==> src/rtl/matrix_mem_scheduler_pkg.sv <==
// matrix_mem_pkg: shared widths, scheduler state encoding and read-owner enum.
package matrix_mem_pkg;
  localparam int ADDR_W = 12;
  localparam int DATA_W = 16;
  typedef enum logic [1:0] {
    ST_LOAD    = 2'b00,
    ST_START   = 2'b01,
    ST_COMPUTE = 2'b11,
    ST_RESULT  = 2'b10
  } state_e;
  typedef enum logic {
    OWN_HOST = 1'b0,
    OWN_ENG  = 1'b1
  } owner_e;
endpackage

==> src/rtl/matrix_mem_scheduler_if.sv <==
// matrix_mem_scheduler_if: host, engine, SRAM and sequencing signals of the scheduler.
interface matrix_mem_scheduler_if
  import matrix_mem_pkg::*;
#(
  parameter int AW = ADDR_W,
  parameter int DW = DATA_W
) ();
  logic          h_req, h_we, h_gnt, h_rvalid;
  logic [AW-1:0] h_addr;
  logic [DW-1:0] h_wdata, h_rdata;
  logic          e_req, e_we, e_gnt, e_rvalid;
  logic [AW-1:0] e_addr;
  logic [DW-1:0] e_wdata, e_rdata;
  logic          mem_en, mem_we;
  logic [AW-1:0] mem_addr;
  logic [DW-1:0] mem_wdata, mem_rdata;
  logic          matrix_valid, eng_start, eng_done, result_ready, sched_err;
  logic [1:0]    sched_state;
  modport slave (
    input  h_req, h_we, h_addr, h_wdata, e_req, e_we, e_addr, e_wdata,
           mem_rdata, matrix_valid, eng_done,
    output h_gnt, h_rvalid, h_rdata, e_gnt, e_rvalid, e_rdata,
           mem_en, mem_we, mem_addr, mem_wdata, eng_start, result_ready,
           sched_err, sched_state
  );
  modport master (
    output h_req, h_we, h_addr, h_wdata, e_req, e_we, e_addr, e_wdata,
           mem_rdata, matrix_valid, eng_done,
    input  h_gnt, h_rvalid, h_rdata, e_gnt, e_rvalid, e_rdata,
           mem_en, mem_we, mem_addr, mem_wdata, eng_start, result_ready,
           sched_err, sched_state
  );
endinterface

==> src/rtl/matrix_mem_scheduler_arb.sv <==
// mem_grant_arb: single-grant arbiter; engine wins in COMPUTE unless the host has starved.
module mem_grant_arb
  import matrix_mem_pkg::*;
#(
  parameter int STARVE_MAX = 8
) (
  input  logic   sys_clk,
  input  logic   sys_rst_n,
  input  state_e mode_i,
  input  logic   h_req_i,
  input  logic   e_req_i,
  output logic   h_gnt_o,
  output logic   e_gnt_o
);
  localparam int SW = (STARVE_MAX > 1) ? $clog2(STARVE_MAX) : 1;
  logic [SW-1:0] starve_q, starve_d;
  logic          comp, forced;
  always_comb begin
    comp     = mode_i == ST_COMPUTE;
    forced   = starve_q == SW'(STARVE_MAX - 1);
    h_gnt_o  = h_req_i & (~comp | ~e_req_i | forced);
    e_gnt_o  = comp & e_req_i & ~(h_req_i & forced);
    starve_d = (~comp | h_gnt_o) ? '0 : h_req_i ? starve_q + SW'(1) : starve_q;
  end
  always_ff @(posedge sys_clk) begin
    if (!sys_rst_n) starve_q <= '0;
    else            starve_q <= starve_d;
  end
endmodule

==> src/rtl/matrix_mem_scheduler.sv <==
// matrix_mem_scheduler: load/compute/readback sequencer owning the shared matrix SRAM.
module matrix_mem_scheduler
  import matrix_mem_pkg::*;
#(
  parameter int STARVE_MAX = 8,
  parameter int TIMEOUT    = 1000000
) (
  input logic                    sys_clk,
  input logic                    sys_rst_n,
  matrix_mem_scheduler_if.slave  bus
);
  localparam int TW = $clog2(TIMEOUT + 1);
  localparam logic [TW-1:0] TO_LAST = TW'(TIMEOUT - 1);
  state_e            state_q, state_d;
  logic              mv_q, err_q, err_d, rd_vld_q;
  owner_e            rd_own_q;
  logic [TW-1:0]     to_q, to_d;
  logic [DATA_W-1:0] h_rdata_q, e_rdata_q, h_rdata_d, e_rdata_d;
  logic              h_gnt, e_gnt, mv_rise, mv_fall, to_hit, h_rv, e_rv;
  mem_grant_arb #(.STARVE_MAX(STARVE_MAX)) u_arb (
    .sys_clk  (sys_clk),
    .sys_rst_n(sys_rst_n),
    .mode_i   (state_q),
    .h_req_i  (bus.h_req),
    .e_req_i  (bus.e_req),
    .h_gnt_o  (h_gnt),
    .e_gnt_o  (e_gnt)
  );
  always_ff @(posedge sys_clk) begin
    if (!sys_rst_n) begin
      state_q   <= ST_LOAD;
      mv_q      <= 1'b0;
      err_q     <= 1'b0;
      to_q      <= '0;
      rd_vld_q  <= 1'b0;
      rd_own_q  <= OWN_HOST;
      h_rdata_q <= '0;
      e_rdata_q <= '0;
    end else begin
      state_q   <= state_d;
      mv_q      <= bus.matrix_valid;
      err_q     <= err_d;
      to_q      <= to_d;
      rd_vld_q  <= (h_gnt & ~bus.h_we) | (e_gnt & ~bus.e_we);
      rd_own_q  <= e_gnt ? OWN_ENG : OWN_HOST;
      h_rdata_q <= h_rdata_d;
      e_rdata_q <= e_rdata_d;
    end
  end
  always_comb begin
    mv_rise = bus.matrix_valid & ~mv_q;
    mv_fall = ~bus.matrix_valid & mv_q;
    to_hit  = (state_q == ST_COMPUTE) && (to_q == TO_LAST);
    state_d = state_q;
    case (state_q)
      ST_LOAD:    if (mv_rise) state_d = ST_START;
      ST_START:   state_d = ST_COMPUTE;
      ST_COMPUTE: if (bus.eng_done || to_hit) state_d = ST_RESULT;
      default:    if (mv_fall) state_d = ST_LOAD;
    endcase
    to_d  = (state_q == ST_COMPUTE) ? to_q + TW'(1) : '0;
    // a simultaneous eng_done counts as a clean finish
    err_d = (to_hit && !bus.eng_done) ? 1'b1 :
            (state_q == ST_RESULT && state_d == ST_LOAD) ? 1'b0 : err_q;
  end
  always_comb begin
    h_rv             = rd_vld_q && rd_own_q == OWN_HOST;
    e_rv             = rd_vld_q && rd_own_q == OWN_ENG;
    h_rdata_d        = h_rv ? bus.mem_rdata : h_rdata_q;
    e_rdata_d        = e_rv ? bus.mem_rdata : e_rdata_q;
    bus.h_gnt        = h_gnt;
    bus.e_gnt        = e_gnt;
    bus.h_rvalid     = h_rv;
    bus.e_rvalid     = e_rv;
    bus.h_rdata      = h_rdata_d;
    bus.e_rdata      = e_rdata_d;
    bus.mem_en       = h_gnt | e_gnt;
    bus.mem_we       = e_gnt ? bus.e_we : h_gnt ? bus.h_we : 1'b0;
    bus.mem_addr     = e_gnt ? bus.e_addr : h_gnt ? bus.h_addr : '0;
    bus.mem_wdata    = e_gnt ? bus.e_wdata : h_gnt ? bus.h_wdata : '0;
    bus.eng_start    = state_q == ST_START;
    bus.result_ready = state_q == ST_RESULT;
    bus.sched_err    = err_q;
    bus.sched_state  = state_q;
  end
endmodule
==> src/flat_wrapper.sv <==
// flat-port wrapper written by rule: the top's interface ports become plain ports
module matrix_mem_scheduler_flat import matrix_mem_pkg::*;
#(
  parameter int STARVE_MAX = 8,
  parameter int TIMEOUT    = 1000000
)
  (sys_clk, sys_rst_n, bus_h_req, bus_h_we, bus_h_addr, bus_h_wdata, bus_e_req, bus_e_we, bus_e_addr, bus_e_wdata, bus_mem_rdata, bus_matrix_valid, bus_eng_done, bus_h_gnt, bus_h_rvalid, bus_h_rdata, bus_e_gnt, bus_e_rvalid, bus_e_rdata, bus_mem_en, bus_mem_we, bus_mem_addr, bus_mem_wdata, bus_eng_start, bus_result_ready, bus_sched_err, bus_sched_state);
  matrix_mem_scheduler_if bus_i ();
  input logic sys_clk;
  input logic sys_rst_n;
  input wire logic [$bits(bus_i.h_req)-1:0] bus_h_req;
  input wire logic [$bits(bus_i.h_we)-1:0] bus_h_we;
  input wire logic [$bits(bus_i.h_addr)-1:0] bus_h_addr;
  input wire logic [$bits(bus_i.h_wdata)-1:0] bus_h_wdata;
  input wire logic [$bits(bus_i.e_req)-1:0] bus_e_req;
  input wire logic [$bits(bus_i.e_we)-1:0] bus_e_we;
  input wire logic [$bits(bus_i.e_addr)-1:0] bus_e_addr;
  input wire logic [$bits(bus_i.e_wdata)-1:0] bus_e_wdata;
  input wire logic [$bits(bus_i.mem_rdata)-1:0] bus_mem_rdata;
  input wire logic [$bits(bus_i.matrix_valid)-1:0] bus_matrix_valid;
  input wire logic [$bits(bus_i.eng_done)-1:0] bus_eng_done;
  output wire logic [$bits(bus_i.h_gnt)-1:0] bus_h_gnt;
  output wire logic [$bits(bus_i.h_rvalid)-1:0] bus_h_rvalid;
  output wire logic [$bits(bus_i.h_rdata)-1:0] bus_h_rdata;
  output wire logic [$bits(bus_i.e_gnt)-1:0] bus_e_gnt;
  output wire logic [$bits(bus_i.e_rvalid)-1:0] bus_e_rvalid;
  output wire logic [$bits(bus_i.e_rdata)-1:0] bus_e_rdata;
  output wire logic [$bits(bus_i.mem_en)-1:0] bus_mem_en;
  output wire logic [$bits(bus_i.mem_we)-1:0] bus_mem_we;
  output wire logic [$bits(bus_i.mem_addr)-1:0] bus_mem_addr;
  output wire logic [$bits(bus_i.mem_wdata)-1:0] bus_mem_wdata;
  output wire logic [$bits(bus_i.eng_start)-1:0] bus_eng_start;
  output wire logic [$bits(bus_i.result_ready)-1:0] bus_result_ready;
  output wire logic [$bits(bus_i.sched_err)-1:0] bus_sched_err;
  output wire logic [$bits(bus_i.sched_state)-1:0] bus_sched_state;
  assign bus_i.h_req = bus_h_req;
  assign bus_i.h_we = bus_h_we;
  assign bus_i.h_addr = bus_h_addr;
  assign bus_i.h_wdata = bus_h_wdata;
  assign bus_i.e_req = bus_e_req;
  assign bus_i.e_we = bus_e_we;
  assign bus_i.e_addr = bus_e_addr;
  assign bus_i.e_wdata = bus_e_wdata;
  assign bus_i.mem_rdata = bus_mem_rdata;
  assign bus_i.matrix_valid = bus_matrix_valid;
  assign bus_i.eng_done = bus_eng_done;
  assign bus_h_gnt = bus_i.h_gnt;
  assign bus_h_rvalid = bus_i.h_rvalid;
  assign bus_h_rdata = bus_i.h_rdata;
  assign bus_e_gnt = bus_i.e_gnt;
  assign bus_e_rvalid = bus_i.e_rvalid;
  assign bus_e_rdata = bus_i.e_rdata;
  assign bus_mem_en = bus_i.mem_en;
  assign bus_mem_we = bus_i.mem_we;
  assign bus_mem_addr = bus_i.mem_addr;
  assign bus_mem_wdata = bus_i.mem_wdata;
  assign bus_eng_start = bus_i.eng_start;
  assign bus_result_ready = bus_i.result_ready;
  assign bus_sched_err = bus_i.sched_err;
  assign bus_sched_state = bus_i.sched_state;
  matrix_mem_scheduler #(.STARVE_MAX(STARVE_MAX), .TIMEOUT(TIMEOUT)) u_core (.sys_clk(sys_clk), .sys_rst_n(sys_rst_n), .bus(bus_i));
endmodule
==> config.mk <==
export PLATFORM = sky130hd
export DESIGN_NAME = matrix_mem_scheduler_flat
export DESIGN_NICKNAME = d
export VERILOG_FILES = /design/src/rtl/matrix_mem_scheduler_pkg.sv /design/src/rtl/matrix_mem_scheduler_if.sv /design/src/rtl/matrix_mem_scheduler_arb.sv /design/src/rtl/matrix_mem_scheduler.sv /design/src/flat_wrapper.sv
export SDC_FILE = /design/constraint.sdc
export NUM_CORES = 1
export LEC_CHECK = 0
export CAP_MARGIN = 30
export CORE_ASPECT_RATIO = 1.4
export CORE_MARGIN = 2
export CORE_UTILIZATION = 25
export DETAILED_ROUTE_END_ITERATION = 8
export HOLD_SLACK_MARGIN = 0.06
export PLACE_DENSITY = 0.58
export SYNTH_ARGS = -nofsm -noshare
export SYNTH_HDL_FRONTEND = slang
export SYNTH_HIERARCHICAL = 1
export SYNTH_SLANG_ARGS = --single-unit
export TNS_END_PERCENT = 100
==> constraint.sdc <==
create_clock -name sys_clk -period 4.4 [get_ports sys_clk]
set_input_delay 1.1 -clock sys_clk [delete_from_list [all_inputs] [get_ports sys_clk]]
set_output_delay 1.1 -clock sys_clk [all_outputs]
set_load 0.01 [all_outputs]
==> metrics <==
outcome completed; global-route wire length before repair 12,400 um; mean routed wirelength per cell 14.2 um; RSZ-0062 raised after global routing false; detailed-router iteration count before antenna repair 4; Buf/Inv on CP 4; most frequent cell on the critical path clkdlybuf4s50_1; total of max-cap violations 0; via count of the first global-routing pass 2,608; DP HPWL 6100 um; starting density of the core 25.4%; overall die height 131 um; clock tree from TritonCTS yes; gate count after technology mapping 292; residual DRC count 0; worst-path cell with the longest stage delay clkdlybuf4s50_1; critical path start-end classification in -> out; Reg2Reg Launch Point u_core/to_q[0]$_SDFF_PN0_; most common cell after layout, fill and taps aside clkdlybuf4s50_1; distinct cell type count after synthesis 43; routed vias/inst 4.56; gr ovfl total 0; Post-Route Hold Slack 0.466 ns; static leakage power 1.90 nW; max_slew headroom 39.4%; Die Outline Area 0.0124 mm^2; worst reg2reg path depth 5; number of ports placed on the die boundary 151; end of the worst register-to-register path u_core/to_q[18]$_SDFF_PN0_; count of buffers inserted at the top-level ports 150; clock transition at the registers of the reported paths 0.05 ns; global placement routability congestion 0.731; buffer levels on the longest clock path 2; commonest cells after routing, fill and taps aside 150 x clkdlybuf4s50_1, 61 x dfxtp_1, 37 x and2_1, 32 x mux2_2, 28 x a22o_1; Worst Clk Skew 0.00564 ns; overall routing resource usage 12.9%; Worst Hold End u_core/to_q[0]$_SDFF_PN0_; Tightest Hold Check Type reg -> reg; FFs w/ async S/R, synth 0%; insertion delay of the later-clocked pin in the worst-skew pair 0.32 ns; fraction of final layout cells sized beyond drive strength 1 13.8%; mean area per synthesized cell 9.82 um^2; top cell family by delay on the critical path buffers and inverters; worst hold path startpoint u_core/to_q[0]$_SDFF_PN0_; CP cell instances clkdlybuf4s50_1 -> nand3_1 -> buf_4 -> a21oi_2 -> buf_6 -> a22o_1 -> clkdlybuf4s50_1; final critical-path share of the clock period 97.7%; top cells by area in the synthesized netlist dfxtp_1 43%, mux2_2 13%, a22o_1 8.6%, and2_1 8.1%, xnor2_1 3.7%; clock period minus worst slack 4.30 ns; Least-Margin Pin Slew 0.910 ns; final setup slack of the worst path 0.103 ns; fraction of post-synthesis cell area in the top cell type by area 42.6%; top_reg_cell synth dfxtp_1; Num CTS Buffers 9; Detailed Route WL 8430 um; cell type with the largest total area after synthesis dfxtp_1; via count of the routed design 2,703; Post-Synthesis Cell Area 0.00287 mm^2; Peak Freq 0.233 GHz; master cell of the clock root buffer clkbuf_16; register-to-register path setup slack 2.46 ns; placement row count 46; kind of end point of the critical path output port; number of enable-type register cells in the synthesized netlist 0; required time of the critical path 3.30 ns; CP max stage delay 0.56 ns; largest net degree at the start of global routing 43; Initial DRC Count 54; number of cells on the critical path 7; final-report setup violation count 0; power density of the placed cells 322 mW/mm^2; number of warnings issued by yosys 6; relative area change from synthesis to final layout 70.2%; part of the Yosys area used for sequential elements 42.6%; final antenna-violating net count 0; Placeable Area 0.0113 mm^2; number of antenna diodes 0; net count after synthesis 375; Final Slew Violations 0; cell depth of the worst hold path 1; number of sinks driven by the clock tree 61; data arrival at the endpoint of the critical path 3.20 ns; final count of hold timing violations 0; Peak VDD IR 162 uV; Synth Register Bits 61; post-layout net count 527; worst slack at placement -0.239 ns; largest fanout of any net on the critical path 33; die span in x 94.5 um; Startpoint Class input pin; CTS H-tree lvls 3; initial antenna violation count 0; setup fix buffers added after clock tree synthesis 0
worst max-delay path by stage:
stage,from,end
floorplan,bus_h_req,bus_mem_addr[10]
global placement,bus_e_req,bus_mem_addr[8]
detailed placement,bus_e_req,bus_mem_wdata[2]
CTS,bus_e_req,bus_mem_addr[1]
global route,bus_e_req,bus_mem_addr[1]
finish,bus_e_req,bus_mem_addr[1]
logic make-up after synthesis:
group / synth area share, %
and+or+nand+nor: 21.0
DFF: 42.6
AOI/OAI and AO/OA: 14.1
muxes: 13.3
buffers and inverters: 3.71
xor gates and xnor gates: 3.97
adders and majority gates: 1.31
metal layers:
metal	GRT usage, %	wire length [um]	vias up
met1	15.0	3510	1267
met5	0	0	-
met2	22.2	4330	93
met3	3.73	470	7
li1	-	-	1336
met4	5.12	113	0
worst register-to-register path: stages, from the launching register on:
cell	delay [ns]
dfxtp_1	0.38
ha_1	0.21
nand3_1	0.27
nor3_1	0.60
a31oi_1	0.17
a41o_1	0.22
cells in the mapped netlist, types with 2 or more instances:
cell,number
a41o_1,2
nand3_1,8
o21ai_0,5
and2_1,37
clkbuf_1,13
nor4_1,4
or3_1,2
inv_1,10
nor3_1,4
nand2b_1,3
ha_1,3
nor2_1,19
mux2i_1,2
nand4_1,2
nand2_1,12
a22o_1,28
nand4_4,2
dfxtp_1,61
nor3b_1,2
mux2_2,32
xnor2_1,12
a211oi_1,2
a21oi_1,7
state kept, by name (all words and copies together) (netlist names):
signal                  count
u_core/rd_own_q             1
u_core/u_arb/starve_q       3
u_core/bus.sched_err        1
u_core/h_rdata_q           16
u_core/bus.sched_state      2
u_core/to_q                20
u_core/e_rdata_q           16
u_core/rd_vld_q             1
u_core/mv_q                 1
final cells by class:
type	count	area (um^2)
inverters	10	37.5
repair buffers	156	1550
well taps	144	180
fillers	1112	6400
flip-flops and latches	61	1220
multi-input cells	206	1560
clock buffers	13	260
clock inverters	3	67.6
where the power goes:
group | leakage, nW | internal (mW) | total, mW | switching, mW
Clock | 0.156 | 0.526 | 0.756 | 0.230
Combinational | 1.25 | 0.158 | 0.246 | 0.0887
Sequential | 0.493 | 0.563 | 0.570 | 0.00733
Total | 1.90 | 1.25 | 1.57 | 0.326
through the flow:
step / total power [mW] / utilization (%) / cells / TNS [ns] / cell area [um^2]
floorplan: 0.664 / - / 292 / 0 / 2870
global placement: 0.825 / 40.2 / 576 / -2.74 / 4530
detailed placement: 0.827 / 40.2 / 576 / -6.09 / 4530
CTS: 1.60 / 43.1 / 592 / 0 / 4860
global route: 1.65 / 43.3 / 593 / 0 / 4880
finish: 1.57 / 43.3 / 593 / 0 / 4880
repair_timing:
item | 4_1_cts | 5_1_grt
hold buffers | 0 | 0
cloned | 0 | 1
pin swaps | 0 | 1
endpoints found under the setup margin | 28 | 16
resized for setup | 1 | 2
(Power assumes the default switching activity.)
